### src/rtl/vga_pkg.sv
// vga_pkg: shared parser state encoding, command/ack byte constants and hex decode
// Ports: none (package). Imported by the sequencer, its interface and the commit block.
package vga_pkg;
   typedef enum logic [2:0] {IDLE, P_X, P_Y, C_R, C_G, C_B} state_t;
   typedef struct packed {
      logic       ok;
      logic [3:0] nib;
   } hex_t;
   localparam logic [7:0] CMD_POS = 8'h50;
   localparam logic [7:0] CMD_COL = 8'h43;
   localparam logic [7:0] ACK_OK  = 8'h4B;
   localparam logic [7:0] ACK_ERR = 8'h45;
   // Uppercase-only hex: '0'-'9' and 'A'-'F'; bit 6 separates the letter range.
   function automatic hex_t hex_decode(input logic [7:0] b);
      hex_t h;
      h.ok  = (b >= 8'h30 && b <= 8'h39) || (b >= 8'h41 && b <= 8'h46);
      h.nib = b[6] ? b[3:0] + 4'd9 : b[3:0];
      return h;
   endfunction
endpackage

### src/rtl/vga_cmd_sequencer_if.sv
// vga_cmd_sequencer_if: byte-stream, vsync and cursor/colour signals of the command sequencer
// Signals: rx_data/rx_valid/vsync toward the sequencer; position_x/y, color, pending,
// frame_commit, cmd_err from it; tx_data/tx_valid/tx_ready only with VGA_CMD_ACK_EN.
// Modports: master (byte source / display side), slave (the sequencer).
interface vga_cmd_sequencer_if;
   logic [7:0]  rx_data;
   logic        rx_valid;
   logic        vsync;
   logic [7:0]  position_x;
   logic [7:0]  position_y;
   logic [11:0] color;
   logic        pending;
   logic        frame_commit;
   logic        cmd_err;
`ifdef VGA_CMD_ACK_EN
   logic [7:0]  tx_data;
   logic        tx_valid;
   logic        tx_ready;
   modport master (output rx_data, rx_valid, vsync, tx_ready,
                   input position_x, position_y, color, pending, frame_commit, cmd_err, tx_data, tx_valid);
   modport slave  (input rx_data, rx_valid, vsync, tx_ready,
                   output position_x, position_y, color, pending, frame_commit, cmd_err, tx_data, tx_valid);
`else
   modport master (output rx_data, rx_valid, vsync,
                   input position_x, position_y, color, pending, frame_commit, cmd_err);
   modport slave  (input rx_data, rx_valid, vsync,
                   output position_x, position_y, color, pending, frame_commit, cmd_err);
`endif
endinterface

### src/rtl/vga_cmd_commit.sv
// vga_cmd_commit: shadow/live cursor registers, committed on the vsync rising edge
// Ports: CLK, reset_n (async, active low); vsync; wr_pos/wr_x/wr_y and wr_col/wr_color
// write the shadow; position_x/y, color (live), pending, frame_commit out.
module vga_cmd_commit (
   input  logic        CLK,
   input  logic        reset_n,
   input  logic        vsync,
   input  logic        wr_pos,
   input  logic        wr_col,
   input  logic [3:0]  wr_x,
   input  logic [3:0]  wr_y,
   input  logic [11:0] wr_color,
   output logic [7:0]  position_x,
   output logic [7:0]  position_y,
   output logic [11:0] color,
   output logic        pending,
   output logic        frame_commit
);
   logic [7:0]  sh_x, sh_y;
   logic [11:0] sh_c;
   logic        vs_q, rise;
   assign rise = vsync & ~vs_q;
   // A write landing with a rise commits the old shadow and keeps pending for the next frame.
   always_ff @(posedge CLK or negedge reset_n)
      if (!reset_n) begin
         vs_q         <= 1'b0;
         sh_x         <= '0;
         sh_y         <= '0;
         sh_c         <= '0;
         position_x   <= '0;
         position_y   <= '0;
         color        <= '0;
         pending      <= 1'b0;
         frame_commit <= 1'b0;
      end else begin
         vs_q <= vsync;
         if (wr_pos) begin
            sh_x <= {4'd0, wr_x};
            sh_y <= {4'd0, wr_y};
         end
         if (wr_col) sh_c <= wr_color;
         if (rise) begin
            position_x <= sh_x;
            position_y <= sh_y;
            color      <= sh_c;
         end
         frame_commit <= rise & pending;
         pending      <= wr_pos | wr_col | (pending & ~rise);
      end
endmodule

### src/rtl/vga_cmd_sequencer.sv
// vga_cmd_sequencer: parses UART 'P'/'C' commands into a shadow cursor and commits at retrace
// Ports: CLK, reset_n (async, active low), bus (vga_cmd_sequencer_if.slave): rx_data, rx_valid,
// vsync in; position_x/y, color, pending, frame_commit, cmd_err out; with macro
// VGA_CMD_ACK_EN also tx_data/tx_valid out and tx_ready in ('K' ok / 'E' error acks).
module vga_cmd_sequencer
   import vga_pkg::*;
#(
   parameter int X_MAX       = 15,
   parameter int Y_MAX       = 15,
   parameter int TIMEOUT_CYC = 1000000
) (
   input logic                CLK,
   input logic                reset_n,
   vga_cmd_sequencer_if.slave bus
);
   state_t      state, state_nx;
   logic [3:0]  arg_a, arg_b;
   logic [31:0] idle_cnt;
   hex_t        hx;
   logic        good, timeout, err, wr_pos, wr_col;
   assign hx   = hex_decode(bus.rx_data);
   assign good = hx.ok && (state == P_X ? int'(hx.nib) <= X_MAX :
                           state == P_Y ? int'(hx.nib) <= Y_MAX : 1'b1);
   // Only a silent cycle can expire: a byte in the expiry cycle is parsed normally.
   assign timeout = TIMEOUT_CYC != 0 && state != IDLE && !bus.rx_valid &&
                    idle_cnt == 32'(TIMEOUT_CYC - 1);
   always_comb begin
      state_nx = state;
      err      = timeout;
      wr_pos   = 1'b0;
      wr_col   = 1'b0;
      if (timeout) state_nx = IDLE;
      else if (bus.rx_valid && state == IDLE)
         state_nx = bus.rx_data == CMD_POS ? P_X : bus.rx_data == CMD_COL ? C_R : IDLE;
      else if (bus.rx_valid) begin
         err      = !good;
         wr_pos   = good && state == P_Y;
         wr_col   = good && state == C_B;
         state_nx = !good ? IDLE : state == P_X ? P_Y : state == C_R ? C_G : state == C_G ? C_B : IDLE;
      end
   end
   // arg_a holds X (position) or R (colour); arg_b holds G.
   always_ff @(posedge CLK or negedge reset_n)
      if (!reset_n) begin
         state       <= IDLE;
         arg_a       <= '0;
         arg_b       <= '0;
         idle_cnt    <= '0;
         bus.cmd_err <= 1'b0;
      end else begin
         state       <= state_nx;
         bus.cmd_err <= err;
         idle_cnt    <= (state == IDLE || bus.rx_valid) ? '0 : idle_cnt + 1;
         if (bus.rx_valid && (state == P_X || state == C_R)) arg_a <= hx.nib;
         if (bus.rx_valid && state == C_G) arg_b <= hx.nib;
      end
   vga_cmd_commit u_commit (
      .CLK          (CLK),
      .reset_n      (reset_n),
      .vsync        (bus.vsync),
      .wr_pos       (wr_pos),
      .wr_col       (wr_col),
      .wr_x         (arg_a),
      .wr_y         (hx.nib),
      .wr_color     ({arg_a, arg_b, hx.nib}),
      .position_x   (bus.position_x),
      .position_y   (bus.position_y),
      .color        (bus.color),
      .pending      (bus.pending),
      .frame_commit (bus.frame_commit)
   );
`ifdef VGA_CMD_ACK_EN
   // Single ack slot: a newer ack replaces an unsent one.
   always_ff @(posedge CLK or negedge reset_n)
      if (!reset_n) begin
         bus.tx_valid <= 1'b0;
         bus.tx_data  <= '0;
      end else if (wr_pos || wr_col || err) begin
         bus.tx_valid <= 1'b1;
         bus.tx_data  <= err ? ACK_ERR : ACK_OK;
      end else if (bus.tx_ready) bus.tx_valid <= 1'b0;
`endif
endmodule

### src/flat_wrapper.sv
// flat-port wrapper written by rule: the top's interface ports become plain ports
module vga_cmd_sequencer_flat import vga_pkg::*;
#(
   parameter int X_MAX       = 15,
   parameter int Y_MAX       = 15,
   parameter int TIMEOUT_CYC = 1000000
)
  (CLK, reset_n, bus_rx_data, bus_rx_valid, bus_vsync, bus_position_x, bus_position_y, bus_color, bus_pending, bus_frame_commit, bus_cmd_err);
  vga_cmd_sequencer_if bus_i ();
  input logic CLK;
  input logic reset_n;
  input wire logic [$bits(bus_i.rx_data)-1:0] bus_rx_data;
  input wire logic [$bits(bus_i.rx_valid)-1:0] bus_rx_valid;
  input wire logic [$bits(bus_i.vsync)-1:0] bus_vsync;
  output wire logic [$bits(bus_i.position_x)-1:0] bus_position_x;
  output wire logic [$bits(bus_i.position_y)-1:0] bus_position_y;
  output wire logic [$bits(bus_i.color)-1:0] bus_color;
  output wire logic [$bits(bus_i.pending)-1:0] bus_pending;
  output wire logic [$bits(bus_i.frame_commit)-1:0] bus_frame_commit;
  output wire logic [$bits(bus_i.cmd_err)-1:0] bus_cmd_err;
  assign bus_i.rx_data = bus_rx_data;
  assign bus_i.rx_valid = bus_rx_valid;
  assign bus_i.vsync = bus_vsync;
  assign bus_position_x = bus_i.position_x;
  assign bus_position_y = bus_i.position_y;
  assign bus_color = bus_i.color;
  assign bus_pending = bus_i.pending;
  assign bus_frame_commit = bus_i.frame_commit;
  assign bus_cmd_err = bus_i.cmd_err;
  vga_cmd_sequencer #(.X_MAX(X_MAX), .Y_MAX(Y_MAX), .TIMEOUT_CYC(TIMEOUT_CYC)) u_core (.CLK(CLK), .reset_n(reset_n), .bus(bus_i));
endmodule
### config.mk
export PLATFORM = sky130hd
export DESIGN_NAME = vga_cmd_sequencer_flat
export DESIGN_NICKNAME = d
export VERILOG_FILES = /design/src/rtl/vga_pkg.sv /design/src/rtl/vga_cmd_sequencer_if.sv /design/src/rtl/vga_cmd_commit.sv /design/src/rtl/vga_cmd_sequencer.sv /design/src/flat_wrapper.sv
export SDC_FILE = /design/constraint.sdc
export NUM_CORES = 1
export LEC_CHECK = 0
export BUFFER_PORTS_ARGS = -buffer_cell sky130_fd_sc_hd__buf_2
export CORE_ASPECT_RATIO = 1.1
export CORE_UTILIZATION = 30
export DETAILED_ROUTE_END_ITERATION = 8
export SYNTH_ARGS = -nofsm -noshare
export SYNTH_HDL_FRONTEND = slang
export SYNTH_SLANG_ARGS = --single-unit
### constraint.sdc
create_clock -name CLK -period 1.8 [get_ports CLK]
set_clock_uncertainty 0.05 [all_clocks]
set_input_delay 0 -clock CLK [delete_from_list [all_inputs] [get_ports CLK]]
set_output_delay 0 -clock CLK [all_outputs]
set_load 0.01 [all_outputs]
Word level (Yosys, flattened, before mapping)
Index checks and enable logic that the tools add are counted.
{"block": "op_classes", "n_reduce_logical": 17, "n_mux": 20, "bitwise": 7, "magnitude_cmp": 4, "eq_ne": 8, "addsub": 2}
{"cell": "32-bit by 1-bit adder with 32-bit output, second input constant", "count": 1}
{"cell": "32-bit by 20-bit == test with 1-bit output, second input constant", "count": 1}
{"cell": "32-bit two-way mux", "count": 1}
{"cell": "3-bit two-way mux", "count": 8}
{"cell": "8-bit by 7-bit == test with 1-bit output, second input constant", "count": 2}
{"cell": "1-bit logical AND", "count": 9}
{"cell": "1-bit two-way mux", "count": 9}
{"cell": "8-bit by 6-bit greater-or-equal comparator with 1-bit output, second input constant", "count": 1}
{"cell": "8-bit by 7-bit greater-or-equal comparator with 1-bit output, second input constant", "count": 1}
{"cell": "8-bit by 6-bit less-or-equal comparator with 1-bit output, second input constant", "count": 1}
{"cell": "8-bit by 7-bit less-or-equal comparator with 1-bit output, second input constant", "count": 1}
{"cell": "3-bit by 2-bit == test with 1-bit output, second input constant", "count": 2}
{"cell": "3-bit == test, second input constant", "count": 2}
{"cell": "3-bit nonzero test", "count": 2}
{"cell": "4-bit adder, second input constant", "count": 1}
{"cell": "4-bit two-way mux", "count": 1}
{"cell": "1-bit bitwise AND", "count": 3}
{"cell": "3-bit by 1-bit == test with 1-bit output, second input constant", "count": 1}
{"cell": "3-bit zero test", "count": 1}
{"cell": "1-bit logical OR", "count": 3}
{"cell": "1-bit zero test", "count": 2}
{"cell": "2-bit two-way mux", "count": 1}
{"cell": "1-bit NOT", "count": 2}
{"cell": "1-bit bitwise OR", "count": 2}
{"block": "totals", "inputBits": 12, "word_cells": 72, "reg_bits": 87, "output_inout_bits": 31}

Longest topological paths before layout
Gate-level depths: netlist (run 1).
{"block": "depth", "word_depth": 9, "mapped_depth": 8, "mapped_depth_nobuf": 7}

Cells and area by module
A second synthesis (run 1) with hierarchy kept.
{"block": "hier_totals", "hier_cells": 376, "area_unflattened_um2": 4219.0}
{"module": "vga_cmd_sequencer", "cells_per_inst": 276, "instances": 1, "area_each_um2": 2496.1, "seq_area_each_um2": 1101.1}
{"module": "vga_cmd_commit", "cells_per_inst": 100, "instances": 1, "area_each_um2": 1722.9, "seq_area_each_um2": 1076.0}

Worst setup path after synthesis (run 1)
No wires, ideal clock.
{"block": "synth_timing", "path_kind": "register to register", "startpoint": "register u_core.idle_cnt[0]", "endpoint": "register u_core.idle_cnt[30]", "arrival_ns": 1.819, "stages_incl_launch_ff": 7, "n_path_buf": 0, "synth_period_minus_slack_ns": 1.946, "setup_slack_ns": -0.146, "setup_time_ns": 0.077, "required_ns": 1.673, "path_cell_list": "dfrtp_1 -> ha_1 -> nand2_1 -> nor4_4 -> nand3_2 -> or4_1 -> a21oi_1"}
{"block": "synth_between", "elab_chain_len": 2}
{"element": "start, declared", "line_no": "vga_cmd_sequencer.sv:18", "source": "logic [31:0] idle_cnt;"}
{"element": "start signal, assigned", "line_no": "vga_cmd_sequencer.sv:53", "source": "idle_cnt <= (state == IDLE || bus.rx_valid) ? '0 : idle_cnt + 1;"}
{"element": "32-bit by 1-bit adder with 32-bit output", "line_no": "vga_cmd_sequencer.sv:53"}
{"element": "32-bit two-way mux", "line_no": "vga_cmd_sequencer.sv:53"}
Every way passes these cells.
A chain may end at the register's enable or synchronous reset.

Worst setup path after layout (run 1)
{"block": "layout_timing", "startpoint": "register u_core.idle_cnt[12]", "endpoint": "register u_core.idle_cnt[30]"}
Same word-level chain as after synthesis.

==> impl_metrics.json, run 1 <==
{
  "area_delta_synth_final_pct": 22.7,
  "regArea_sq_um": 2180,
  "ioPinCount": 43,
  "antenna_left": 0,
  "cts_tree": "done",
  "slew_viol_final": 0,
  "root_buffer": "clkbuf_16",
  "power_uw": 4250,
  "arrival_ns": 1.94,
  "vias": 2720,
  "cp_max_fo": 4,
  "avgViaCountPerCell": 4.59,
  "setup_viol": 0,
  "die_area_sq_um": 14100,
  "initial_core_util_pct": 30.8,
  "postSynthAreaPerCell_sq_um": 11.8,
  "required_ns": 2.00,
  "crit_chain": "and4_4 -> and4_4 -> nand3_2 -> or4_1 -> a21oi_1",
  "path_clk_slew_ns": 0.07,
  "grt_first_pass_wirelength_um": 13600,
  "hold_path.class": "in2reg",
  "endpoint_kind": "flip-flop",
  "finalHoldViolCount": 0,
  "syn_area_sq_um": 4090,
  "final_nets": 421,
  "dp.final_hpwl_um": 5630,
  "antenna_found_initial": 0,
  "p_per_area_nw_per_um2": 847,
  "first_pass_iters": 4,
  "row_count": 44,
  "antenna_cells": 0,
  "drive_above_1_share_pct": 34.1,
  "async_flop_share_pct": 100,
  "htree_levels": 3,
  "place_area_sq_um": 4580,
  "clock_latency_ns": 0.33,
  "cap_viol_max_count": 0,
  "critPathKind": "reg2reg",
  "die_y_um": 124,
  "place_congestion": 0.789,
  "port_buffers": 34,
  "synth_enable_flop_cells": 0,
  "drt_iter0_markers": 64,
  "overflow": 0,
  "wire_per_inst_um": 13.4,
  "ys_types": 52,
  "synthCells": 345,
  "cts.path.max_buffers": 2,
  "synth_seq_cells": 87,
  "cp_common_cell": "and4_4",
  "fp.dieW_um": 113,
  "startpoint_type": "flip-flop",
  "synth_ff_type": "dfrtp_1",
  "core_sq_um": 13300,
  "fin_crit_ns": 1.74,
  "status": "finished clean",
  "grt_start_max_net_pins": 36,
  "p_leak_uw": 0.00238,
  "cts_buffers": 9,
  "ir_drop_mv": 0.519,
  "fmaxAchievable_mhz": 575,
  "multi_input_area_sq_um": 1840,
  "drc": 0,
  "cp_slowest_stage_delay_ns": 0.42,
  "yosysSeqAreaShare_pct": 53.3,
  "ys_warn_count": 0,
  "slowest_stage": "dfrtp_1",
  "nFillCells": 1308,
  "cts_sinks": 87,
  "wirelength_um": 7910,
  "grtUsageTotal_pct": 12.2,
  "grt_pass1_vias": 2731,
  "period_share_pct": 96.7,
  "final_core_util_pct": 37.8,
  "fin_area_sq_um": 5010
}
[layout make-up]
| class | instances | share of cell area, % |
|---|---|---|
| Sequential cell | 87 | 43.5 |
| Inverter | 4 | 0.299 |
| Tap cell | 184 | 4.59 |
| Timing Repair Buffer | 60 | 8.24 |
| Multi-Input combinational cell | 242 | 36.7 |
| Clock buffer | 10 | 4.57 |
| Clock inverter | 5 | 2.12 |
[worst max-delay path, delay by kind of cell (launching register included)]
kind / cells / cell delay (ns)
and+or+nand+nor: 4 / 1.04
DFF: 1 / 0.42
AOI/OAI and AO/OA: 1 / 0.15
[kinds of logic (layout without fill, tap and decap cells)]
group / Yosys count / count (layout) / share of synthesized area [%]
compound gates: 33 / 33 / 5.30
xor+xnor: 29 / 29 / 6.22
fa+ha+maj: 5 / 5 / 1.53
buf+inv: 23 / 79 / 3.80
flops: 87 / 87 / 53.3
mux: 40 / 40 / 11.8
other cells: 1 / 8 / 0.0918
simple gates: 127 / 127 / 17.9
[layout by cell type, fill, tap and decap left out, types with 2 or more instances in the layout]
cell type / instances
inv_1: 4
mux2_2: 31
dfrtp_2: 4
and4_1: 2
buf_12: 3
nor3_1: 4
a21oi_1: 12
mux2_4: 9
nor4b_1: 2
buf_4: 21
nand3_4: 3
conb_1: 8
nor2b_1: 3
nand3_1: 11
nor4_4: 2
bufinv_16: 3
nand2_1: 22
clkbuf_16: 9
buf_2: 33
dfrtp_1: 83
nand4_1: 7
and3_2: 2
o31ai_1: 2
ha_1: 4
xnor2_1: 9
and3_1: 4
xor2_1: 20
nor4_1: 3
dlygate4sd3_1: 3
nor2_1: 35
or3_1: 5
o21ai_0: 12
nand2_2: 3
and2_1: 4
and4_4: 2
[cell usage after synthesis, types with 3 or more instances]
| library cell | n | area [sq um] |
|---|---|---|
| nor2b_1 | 4 | 25.0 |
| and3_1 | 4 | 25.0 |
| nor3_1 | 5 | 25.0 |
| xnor2_1 | 9 | 78.8 |
| nor2_1 | 35 | 131 |
| and4_1 | 3 | 26.3 |
| inv_1 | 4 | 15.0 |
| o21ai_0 | 12 | 60.1 |
| or3_1 | 5 | 31.3 |
| mux2_2 | 31 | 349 |
| nor4_1 | 4 | 25.0 |
| a21oi_1 | 12 | 60.1 |
| mux2_4 | 9 | 135 |
| dfrtp_1 | 87 | 2180 |
| xor2_1 | 20 | 175 |
| and2_1 | 4 | 25.0 |
| buf_4 | 8 | 60.1 |
| nand3_2 | 3 | 30.0 |
| ha_1 | 5 | 62.6 |
| clkbuf_1 | 4 | 15.0 |
| nand4_1 | 7 | 43.8 |
| nand2_1 | 24 | 90.1 |
| nand3_1 | 11 | 55.1 |
[power by group]
group | switching [uW] | leakage (uW) | internal [uW]
sequential | 9.96 | 0.00121 | 1970
clock | 739 | 0.000159 | 1350
combinational | 114 | 0.00102 | 62.8
[per-stage QoR]
step / hold slack [ns] / instances / TNS [ns] / worst slack (ns)
6_report: 0.0635 / 592 / 0 / 0.0600
4_1_cts: 0.0569 / 590 / 0 / 0.00132
3_5_place_dp: -0.0636 / 572 / -0.747 / -0.0890
5_1_grt: 0.0951 / 592 / -0.00921 / -0.00759
3_3_place_gp: -0.0673 / 572 / -0.196 / -0.0251
2_1_floorplan: -0.346 / 352 / 0 / 0.00525
[layer usage]
metal / wire length [um] / global-route usage [%] / part of all wire [%]
met1: 3690 / 15.9 / 47
met2: 3870 / 19.6 / 49
met3: 237 / 3.11 / 3.0
met4: 116 / 4.18 / 1.5
met5: 0 / 0 / 0
[registers in the layout (all words and copies together), names as in the netlist, 3 cells and up]
signal,flops
u_core.u_commit.color,12
u_core.arg_a,4
u_core.u_commit.sh_c,12
u_core.u_commit.sh_x,4
u_core.u_commit.position_y,4
u_core.state,3
u_core.u_commit.position_x,4
u_core.idle_cnt,32
u_core.arg_b,4
u_core.u_commit.sh_y,4
[timing repair]
| item | in CTS | in global routing |
|---|---|---|
| hold endpoints to repair | 89 | 0 |
| setup buffers | 0 | 2 |
| resized for setup | 0 | 13 |
| setup endpoints to repair | 0 | 7 |
| hold buffers | 3 | 0 |
[final timing paths]
kind                                           from                  endpoint  slack (ns)  depth (start not counted)
setup / recovery                u_core.idle_cnt[12]       u_core.idle_cnt[30]        0.06                          5
hold / removal                       bus_rx_data[3]           u_core.arg_b[3]        0.06                          3
setup reg to reg                u_core.idle_cnt[12]       u_core.idle_cnt[30]        0.06                          5
hold reg to reg            u_core.u_commit.color[8]  u_core.u_commit.color[8]        0.45                          1
max in group asynchronous                   reset_n        u_core.idle_cnt[7]        1.00                          3
min in group asynchronous                   reset_n  u_core.u_commit.color[8]        0.12                          2
(Power assumes the default switching activity.)
==> run 2, diff against run 1 <==
- CORE_MARGIN: default -> 2
==> impl_metrics.json, run 2 (same netlist as run 1, synthesis figures left out) <==
{
  "p_per_area_nw_per_um2": 825,
  "ioPinCount": 43,
  "fin_tns_setup_ns": 0,
  "required_ns": 2.01,
  "dp.final_hpwl_um": 5670,
  "first_pass_iters": 4,
  "overflow": 0,
  "slowest_stage": "or4_1",
  "power_uw": 4140,
  "fp.dieW_um": 115,
  "antenna_left": 0,
  "area_delta_synth_final_pct": 22.8,
  "cp_slowest_stage_delay_ns": 0.42,
  "initial_core_util_pct": 30.8,
  "fin_crit_ns": 1.69,
  "nFillCells": 1306,
  "root_buffer": "clkbuf_16",
  "cts_sinks": 87,
  "grt_start_max_net_pins": 36,
  "status": "finished clean",
  "grtUsageTotal_pct": 11.7,
  "drive_above_1_share_pct": 34.1,
  "final_common_cell": "dfrtp_1",
  "die_y_um": 126,
  "p_leak_uw": 0.00240,
  "wire_per_inst_um": 13.2,
  "avgViaCountPerCell": 4.58,
  "finalHoldViolCount": 0,
  "cp_max_fo": 4,
  "wirelength_um": 7860,
  "vias": 2736,
  "antenna_cells": 0,
  "setup_viol": 0,
  "largest_registers": "u_core.idle_cnt: 32 flops, u_core.u_commit.color: 12 flops, u_core.u_commit.sh_c: 12 flops",
  "path_clk_slew_ns": 0.06,
  "path_buf_inv": 0,
  "clock_latency_ns": 0.33,
  "critPathKind": "reg2reg",
  "drc": 0,
  "arrival_ns": 1.90,
  "ir_drop_mv": 0.485,
  "grt_pass1_vias": 2738,
  "worst-r2r-setup-slack_ns": 0.11,
  "row_count": 44,
  "cts.path.max_buffers": 2,
  "crit_family": "simple AND/OR/NAND/NOR gates",
  "drt_iter0_markers": 147,
  "cap_viol_max_count": 0,
  "core_sq_um": 13300,
  "whs_ns": 0.0536,
  "place_congestion": 0.853,
  "period_share_pct": 94.1,
  "antenna_found_initial": 0,
  "dp_slack_ns": -0.0855,
  "postLayoutSetupSlackWorst_ns": 0.106,
  "crit_chain": "and4_1 -> and4_4 -> nand3_2 -> or4_1 -> a21oi_1",
  "slew_viol_final": 0,
  "largest-register": "u_core.idle_cnt",
  "htree_levels": 3,
  "rsz0062_at_grt": "true",
  "fmaxAchievable_mhz": 590,
  "cts_buffers": 9,
  "most-common-layout-cells": "84 x dfrtp_1, 35 x nor2_1, 33 x buf_2, 31 x mux2_2, 25 x buf_4",
  "largest_reg_flops": 32,
  "grt_first_pass_wirelength_um": 13400,
  "cts_tree": "done",
  "die_area_sq_um": 14600,
  "startpoint_type": "flip-flop",
  "final_core_util_pct": 37.8,
  "endpoint_kind": "flip-flop",
  "final_nets": 425,
  "hold_path.class": "in2reg",
  "port_buffers": 34
}
## run 2: where the power goes
part           total (uW)  internal, uW  switching [uW]
clock                1980          1250             730
sequential           1980          1970            10.1
combinational         179          64.5             115
## run 2: cell type report
| class | count | area (sq um) | share of cell area (%) |
|---|---|---|---|
| Clock inverter | 5 | 81.3 | 1.62 |
| Clock buffer | 11 | 243 | 4.84 |
| Multi-Input combinational cell | 242 | 1830 | 36.4 |
| Tap cell | 184 | 230 | 4.59 |
| Timing Repair Buffer | 64 | 443 | 8.83 |
| Sequential cell | 87 | 2180 | 43.5 |
| Inverter | 4 | 15.0 | 0.299 |
## run 2: worst paths after layout
kind,startpoint,end,cells past startpoint
setup / recovery,u_core.idle_cnt[14],u_core.idle_cnt[30],5
hold / removal,bus_rx_data[2],u_core.arg_a[2],3
setup reg to reg,u_core.idle_cnt[14],u_core.idle_cnt[30],5
hold reg to reg,u_core.u_commit.color[8],u_core.u_commit.color[8],1
max in group asynchronous,reset_n,u_core.idle_cnt[14],3
min in group asynchronous,reset_n,u_core.u_commit.color[7],2
## run 2: tightest hold or removal path, cell delays in order
cell and delay [ns]:
buf_2 0.16, xor2_1 0.11, o21ai_0 0.13
## run 2: routing by layer
metal	global-route usage, %	vias up	routed length (um)
met4	5.67	0	182
met5	0	-	0
met3	3.15	12	257
met1	14.1	1354	3550
li1	-	1323	-
met2	19.2	47	3870
## run 2: repair_timing
action | CTS | global route
setup buffers | 0 | 4
hold buffers | 3 | 0
gates resized for setup | 0 | 10
hold endpoints to repair | 91 | 0
setup endpoints to repair | 0 | 8
## run 2: stage by stage
stage | area (sq um) | std cells
after detailed placement | 4590 | 574
after floorplan | 4120 | 352
final | 5020 | 597
after CTS | 4950 | 593
after global placement | 4590 | 574
after global routing | 5020 | 597
==> run 3, diff against run 2 <==
- CORE_UTILIZATION: 30 -> 35
- SKIP_CTS_REPAIR_TIMING: default -> 1
==> impl_metrics.json, run 3 (same netlist as run 1, synthesis figures left out) <==
{
  "status": "finished, violations left",
  "violations": "negative hold slack, negative setup slack",
  "grt_start_max_net_pins": 40,
  "row_count": 41,
  "cap_viol_max_count": 0,
  "largest_reg_flops": 32,
  "rsz0062_at_grt": "true",
  "grtUsageTotal_pct": 13.0,
  "endpoint_kind": "flip-flop",
  "dp.final_hpwl_um": 5470,
  "area_delta_synth_final_pct": 21.0,
  "avgViaCountPerCell": 4.81,
  "largest_registers": "u_core.idle_cnt: 32 flops, u_core.u_commit.color: 12 flops, u_core.u_commit.sh_c: 12 flops",
  "postLayoutSetupSlackWorst_ns": -0.00403,
  "whs_ns": -0.00249,
  "hold_path.class": "in2reg",
  "antenna_cells": 0,
  "cts_buffers": 9,
  "cts_tree": "done",
  "antenna_left": 0,
  "nFillCells": 1072,
  "vias": 2697,
  "largest-register": "u_core.idle_cnt",
  "core_sq_um": 11400,
  "overflow": 0,
  "root_buffer": "clkbuf_16",
  "critPathKind": "reg2reg",
  "drt_iter0_markers": 88,
  "first_pass_iters": 4,
  "drc": 0,
  "ir_drop_mv": 0.331,
  "period_share_pct": 100,
  "p_per_area_nw_per_um2": 818,
  "grt_pass1_vias": 2682,
  "wirelength_um": 7750,
  "arrival_ns": 2.02,
  "cp_max_fo": 5,
  "slew_viol_final": 0,
  "die_area_sq_um": 12600,
  "wire_per_inst_um": 13.8,
  "place_area_sq_um": 4540,
  "path_clk_slew_ns": 0.07,
  "initial_core_util_pct": 35.7,
  "final_common_cell": "dfrtp_1",
  "fp.dieW_um": 107,
  "grt_first_pass_wirelength_um": 13000,
  "cts_sinks": 87,
  "fmaxAchievable_mhz": 554,
  "p_leak_uw": 0.00237,
  "setup_viol": 1,
  "fin_crit_ns": 1.80,
  "most-common-layout-cells": "83 x dfrtp_1, 35 x nor2_1, 33 x buf_2, 31 x mux2_2, 23 x nand2_1",
  "final_nets": 423,
  "port_buffers": 34,
  "required_ns": 2.02,
  "place_congestion": 0.809,
  "startpoint_type": "flip-flop",
  "die_y_um": 117,
  "ioPinCount": 43,
  "antenna_found_initial": 0,
  "fin_area_sq_um": 4940,
  "cts.path.max_buffers": 2,
  "htree_levels": 3,
  "drive_above_1_share_pct": 34.5,
  "finalHoldViolCount": 1,
  "clock_latency_ns": 0.34,
  "power_uw": 4040,
  "dp_slack_ns": -0.0506
}
-- run 3: cell types whose count changed in the layout (fill, tap and decap cells not counted), sizes merged --
cell	delta
buf	-2
clkbuf	-2
inv	+2
bufinv	-1
clkinv	+1
dlygate4sd3	-1
nand3	+1
-- run 3: worst max-delay path: stages (launching register included) --
cell and delay (ns):
dfrtp_1 0.43, buf_6 0.14, nand3_4 0.09, nor4_4 0.35
nand3_2 0.16, or3_1 0.39, a21oi_2 0.12
-- run 3: final timing paths --
path                                          start                       end  slack, ns  cells past startpoint
setup / recovery                 u_core.idle_cnt[0]       u_core.idle_cnt[29]     -0.004                      6
hold / removal                         bus_rx_valid        u_core.bus.cmd_err     -0.002                      3
setup reg to reg                 u_core.idle_cnt[0]       u_core.idle_cnt[29]     -0.004                      6
hold reg to reg            u_core.u_commit.color[9]  u_core.u_commit.color[9]       0.45                      1
max in group asynchronous                   reset_n       u_core.idle_cnt[12]       0.99                      3
min in group asynchronous                   reset_n  u_core.u_commit.color[7]       0.13                      2
-- run 3: metrics by stage --
stage | instances | setup TNS (ns) | hold slack, ns | utilization (%)
after floorplan | 352 | 0 | -0.346 | -
after global placement | 538 | -0.118 | -0.0497 | 39.6
after detailed placement | 538 | -0.621 | -0.0456 | 39.6
after CTS | 554 | -0.0106 | -0.406 | 42.3
after global routing | 561 | -0.258 | 0.0184 | 43.2
final | 561 | -0.00403 | -0.00249 | 43.2
-- run 3: area by class of cell --
type                            count  area (sq um)  share of cell area (%)
Inverter                            4          15.0                   0.304
Timing Repair Buffer               61           422                    8.53
Multi-Input combinational cell    243          1830                    37.1
Sequential cell                    87          2180                    44.1
Tap cell                          150           188                    3.80
Clock buffer                        9           225                    4.56
Clock inverter                      7          80.1                    1.62
-- run 3: power breakdown --
| group | switching, uW | internal (uW) | leakage, uW |
|---|---|---|---|
| Clock | 797 | 1090 | 0.000148 |
| Combinational | 116 | 64.4 | 0.00102 |
| Sequential | 8.93 | 1970 | 0.00121 |
| Total | 922 | 3120 | 0.00237 |
-- run 3: routing by layer --
metal / wire length (um) / global-route usage (%) / vias to the layer above
met5: 0 / 0 / -
met4: 141 / 5.19 / 0
met3: 291 / 3.67 / 11
met2: 3600 / 19.8 / 50
met1: 3720 / 17.3 / 1317
li1: - / - / 1319
